==> src/rtl/turbo_clkgen.sv <==
// turbo_clkgen: fixed-rate clock enables plus a glitch-free CPU turbo divider with SDRAM stall.
module turbo_clkgen #(
  parameter int TW        = 5,
  parameter int CNT_W     = 6,
  parameter int SETTLE    = 2,
  parameter int WAIT_ONES = 3
) (
  input  logic          clk_sys,
  input  logic          reset,
  input  logic [TW-1:0] turbo_req,
  input  logic          std_ce_p,
  input  logic          std_ce_n,
  input  logic          ram_ready,
  input  logic          strict_wait,
  output logic          ce_28m,
  output logic          ce_7mp,
  output logic          ce_7mn,
  output logic          ce_psg,
  output logic          ce_cpu_p,
  output logic          ce_cpu_n,
  output logic          ce_cpu,
  output logic [TW-1:0] turbo,
  output logic          cpu_en,
  output logic          busy
);
  typedef enum logic [1:0] {RUN, HOLD, STALL} state_t;
  state_t           state;
  logic [CNT_W-1:0] cnt;
  logic [TW-1:0]    masked, req_clean;
  logic [2:0]       tmo;
  logic             tp, tn, cpu_p, cpu_n, req_therm, change, stall_req;
  assign masked    = cnt[TW-1:0] & turbo;
  // Anything but a thermometer mask from the LSB falls back to normal speed.
  assign req_therm = (turbo_req != '0) && ((turbo_req & (turbo_req + TW'(1))) == '0);
  assign req_clean = req_therm ? turbo_req : '1;
  assign change    = req_clean != turbo;
  assign stall_req = !ram_ready && ($countones(turbo) < (strict_wait ? WAIT_ONES + 1 : WAIT_ONES));
  assign cpu_p     = &turbo ? std_ce_p : tp;
  assign cpu_n     = &turbo ? std_ce_n : tn;
  assign ce_cpu_p  = cpu_en & cpu_p;
  assign ce_cpu_n  = cpu_en & cpu_n;
  assign ce_cpu    = cpu_en & tp;
  always_ff @(posedge clk_sys) begin
    if (reset) begin
      cnt    <= '0;
      ce_28m <= 1'b0;
      ce_7mp <= 1'b0;
      ce_7mn <= 1'b0;
      ce_psg <= 1'b0;
      tp     <= 1'b0;
      tn     <= 1'b0;
    end else begin
      cnt    <= cnt + CNT_W'(1);
      ce_28m <= cnt[1:0] == 2'd0;
      ce_7mp <= cnt[3:0] == 4'd0;
      ce_7mn <= cnt[3:0] == 4'd8;
      ce_psg <= cnt == '0;
      tp     <= masked == '0;
      tn     <= (masked ^ turbo ^ (turbo >> 1)) == '0;
    end
  end
  // The FSM only moves on a cpu_n strobe, so mask swaps land between CPU half-cycles.
  always_ff @(posedge clk_sys) begin
    if (reset) begin
      state  <= RUN;
      turbo  <= '1;
      cpu_en <= 1'b1;
      busy   <= 1'b0;
      tmo    <= '0;
    end else if (cpu_n) begin
      if (change) begin
        turbo  <= req_clean;
        cpu_en <= 1'b0;
        tmo    <= '0;
        busy   <= 1'b1;
        state  <= HOLD;
      end else if (state == RUN) begin
        if (stall_req) begin
          cpu_en <= 1'b0;
          state  <= STALL;
        end
      end else if (state == STALL) begin
        if (ram_ready) begin
          cpu_en <= 1'b1;
          state  <= RUN;
        end
      end else if (tmo == 3'(SETTLE)) begin
        if (ram_ready) begin
          cpu_en <= 1'b1;
          busy   <= 1'b0;
          state  <= RUN;
        end
      end else begin
        tmo <= tmo + 3'd1;
      end
    end
  end
endmodule

==> config.mk <==
export PLATFORM = sky130hd
export DESIGN_NAME = turbo_clkgen
export DESIGN_NICKNAME = d
export VERILOG_FILES = /design/src/rtl/turbo_clkgen.sv
export SDC_FILE = /design/constraint.sdc
export NUM_CORES = 1
export LEC_CHECK = 0
export ABC_CLOCK_PERIOD_IN_PS = 3600
export CORE_MARGIN = 4
export CORE_UTILIZATION = 51
export DETAILED_ROUTE_END_ITERATION = 10
export GPL_ROUTABILITY_DRIVEN = 0
export HOLD_SLACK_MARGIN = 0.15
export PLACE_DENSITY = 0.78
export SLEW_MARGIN = 40
export SYNTH_ARGS = -nofsm -noshare
export SYNTH_HDL_FRONTEND = slang
export SYNTH_SLANG_ARGS = --single-unit
==> constraint.sdc <==
create_clock -name clk_sys -period 3.6 [get_ports clk_sys]
set_input_delay 0.36 -clock clk_sys [delete_from_list [all_inputs] [get_ports clk_sys]]
set_output_delay 0.36 -clock clk_sys [all_outputs]
set_load 0.03 [all_outputs]
==> impl_metrics.tcl, run 1 <==
set metrics [dict create \
    antenna_found_initial 0 \
    hp-class "register to register" \
    synthAdderAreaFrac 0.101 \
    synth_edf_count 0 \
    routedWlPerCell_um 14.7 \
    routed_via_density 5.82 \
    start_kind "register" \
    cap_violations 0 \
    hold_path_end "ce_psg" \
    synth-seq-cells 24 \
    endpoint_kind "register" \
    num_io_pins 25 \
    regToRegSetupSlack_ns 0.42 \
    drive_gt1_frac 0.0852 \
    period_needed_ns 3.18 \
    yosysUniqueCellTypes 46 \
    syn_inst 154 \
    postCtsHoldBufs 0 \
    coreArea_um2 2520 \
    fmax_ghz 0.315 \
    top_layer "met4" \
    syn_avg_cell_area_um2 8.99 \
    num_rows 18 \
    slew_violations 0 \
    setup_violations 0 \
    yosys.area_share.simple 0.249 \
    synth_fp_nets 175 \
    yosys-mux-area-fraction 0.0298 \
    synth.most_common_cell "dfxtp_1" \
    die_y_um 60.1 \
    cts_tree "built" \
    powerDensity_nw_per_um2 345 \
    wl_met3_um 138 \
    synthXorXnorAreaFrac 0.0316 \
    hold_viol 0 \
    synth_top_cell_by_area "dfxtp_1" \
    io_buffers 24 \
    cp.arrival_ns 3.44 \
    die_area_um2 3610 \
    cellLeakagePower_nw 0.632 \
    irDropWorstVdd_uv 361 \
    wl_met2_um 1570 \
    grt_pass1_wl_um 5120 \
    cts_htree_levels 1 \
    grt_max_degree 16 \
    route.layer.met1.wl_um 1270 \
    finalSetupTns_ns 0 \
    antenna_left 0 \
    route.detailed.drc 0 \
    grt_pass1_vias 1187 \
    routed_wl_um 3040 \
    regToRegStartpoint "turbo[3]" \
    track_usage 0.188 \
    worst_slew_pin_slew_ns 0.632 \
    r2r_cells 10 \
    area_growth_pct 19.2 \
    synth_top_cell_area_share 0.347 \
    synth_area_leaders "dfxtp_1 35%, ha_1 7.2%, nor2_1 3.5%" \
    synth_top_family_by_area "simple AND/OR/NAND/NOR gates" \
    whs_path_depth 1 \
    yosys_warnings 0 \
    clkTransAtPathRegs_ns 0.14 \
    final_nets 198 \
    final_area_um2 1650 \
    clock-root-buffer "clkbuf_4" \
    skew_ns 0.0218 \
    clock-sinks 24 \
    place.detailed.hpwl_um 2360 \
    post_cts_buffers 0 \
    hold_start "cnt[5]" \
    rsz0062_at_grt "no" \
    vias 1198 \
    yosys_most_used_dff "dfxtp_1" \
    ctsLongestPathBuffers 2 \
    cts_resized 0 \
    synth_compound_area_frac 0.171 \
    first_iter_violations 48 \
    antennaDiodeCount 0 \
    yosysSeqAreaShare 0.347 \
    status "finished, final reports clean" \
    criticalPathCategory "register to register" \
    r2r_end "state[1]" \
    numCtsBuffers 3 \
    ys_async_sr_fraction 0 \
    initial_utilization 0.549 \
    crit_required_ns 3.86 \
    dr.pass1.iters 4 \
    insertion_delay_ns 0.33 \
    slew_headroom 0.570 \
    postPlaceCellArea_um2 1610 \
    worstPathMaxFanout 9 \
    fillers 206 \
    yosys-top-cells-count "24 x dfxtp_1, 13 x nor2_1, 12 x inv_1, 12 x nand2_1" \
    fin_total_pwr_w 0.000569 \
    overflow 0 \
    synth_area_um2 1390 \
    die_w_um 60.1 \
    fin_crit_sh 0.882 \
]
-- cells by family after synthesis --
kind of cell,Yosys count
buffers and inverters,18
DFF,24
adders and majority gates,10
and+or+nand+nor,61
muxes,4
xor gates and xnor gates,5
AOI/OAI and AO/OA,32
-- metal layers --
| metal | global-route usage | up-vias |
|---|---|---|
| met2 | 0.344 | 31 |
| li1 | - | 589 |
| met3 | 0.0410 | 7 |
| met5 | 0 | - |
| met4 | 0.0728 | 0 |
| met1 | 0.208 | 571 |
-- worst max-delay path: stages, from the launching register on --
cell      delay (ns)
dfxtp_1         0.54
inv_1           0.13
fa_1            0.50
inv_1           0.05
fa_1            0.37
ha_1            0.20
ha_1            0.30
a211oi_1        0.37
nand3_1         0.17
or3_1           0.32
a31oi_1         0.17
-- how the worst max path moves through the flow --
stage                     to      from
global route        state[1]  turbo[1]
global placement    state[1]  turbo[1]
finish              state[1]  turbo[3]
detailed placement  state[1]  turbo[1]
floorplan           state[1]  turbo[1]
CTS                 state[1]  turbo[1]
-- power by group --
part	total (W)	internal (W)	switching [W]	leakage (nW)
Sequential	0.000294	0.000279	0.0000149	0.196
Clock	0.000143	0.0000619	0.0000813	0.0210
Combinational	0.000132	0.0000588	0.0000734	0.415
Total	0.000569	0.000400	0.000170	0.632
-- placed cells by master, fill, tap and decap left out, types with 2 or more instances in the layout --
cell type and instances:
a31oi_1 4, nand2_1 12, nand2b_1 2, a21oi_1 7, and2_1 2, dfxtp_1 24, fa_1 2, clkbuf_4 3
o211ai_1 2, xnor2_1 3, o21ai_0 4, a211oi_1 2, clkdlybuf4s50_1 24, o21ai_1 3, mux2i_1 2, inv_1 12
nor2_1 13, ha_1 8, nand3_1 8, nor3_1 5, nor2b_1 5, nor3b_1 3, xor2_1 2, o31ai_1 2
-- layout make-up --
class                           count  area [um2]  share of cell area
Tap cell                           30        37.5              0.0227
Sequential cell                    24         480               0.291
Inverter                           12        45.0              0.0273
Multi-Input combinational cell    112         811               0.491
Clock buffer                        4        36.3              0.0220
Timing Repair Buffer               24         240               0.146
-- per-stage QoR --
step,hold slack [ns],cells,util,worst slack [ns]
floorplan,0.418,154,-,0.546
CTS,0.459,206,0.654,0.438
global placement,0.432,202,0.638,0.700
detailed placement,0.440,202,0.640,0.466
global route,0.471,206,0.654,0.283
finish,0.454,206,0.654,0.424
-- registers in the layout, summed over array words and instances (netlist names), 2 cells and up --
| name | flops |
|---|---|
| cnt | 6 |
| state | 2 |
| tmo | 3 |
| turbo | 5 |
(Power assumes the default switching activity.)
==> run 2: changes to the inputs <==
--- a/config.mk
+++ b/config.mk
@@ -5,7 +5,6 @@
 export SDC_FILE = /design/constraint.sdc
 export NUM_CORES = 1
 export LEC_CHECK = 0
-export ABC_CLOCK_PERIOD_IN_PS = 3600
 export CORE_MARGIN = 4
 export CORE_UTILIZATION = 51
 export DETAILED_ROUTE_END_ITERATION = 10
==> results of run 2 <==
The final DEF is identical to that of run 1; final timing and power are the same.
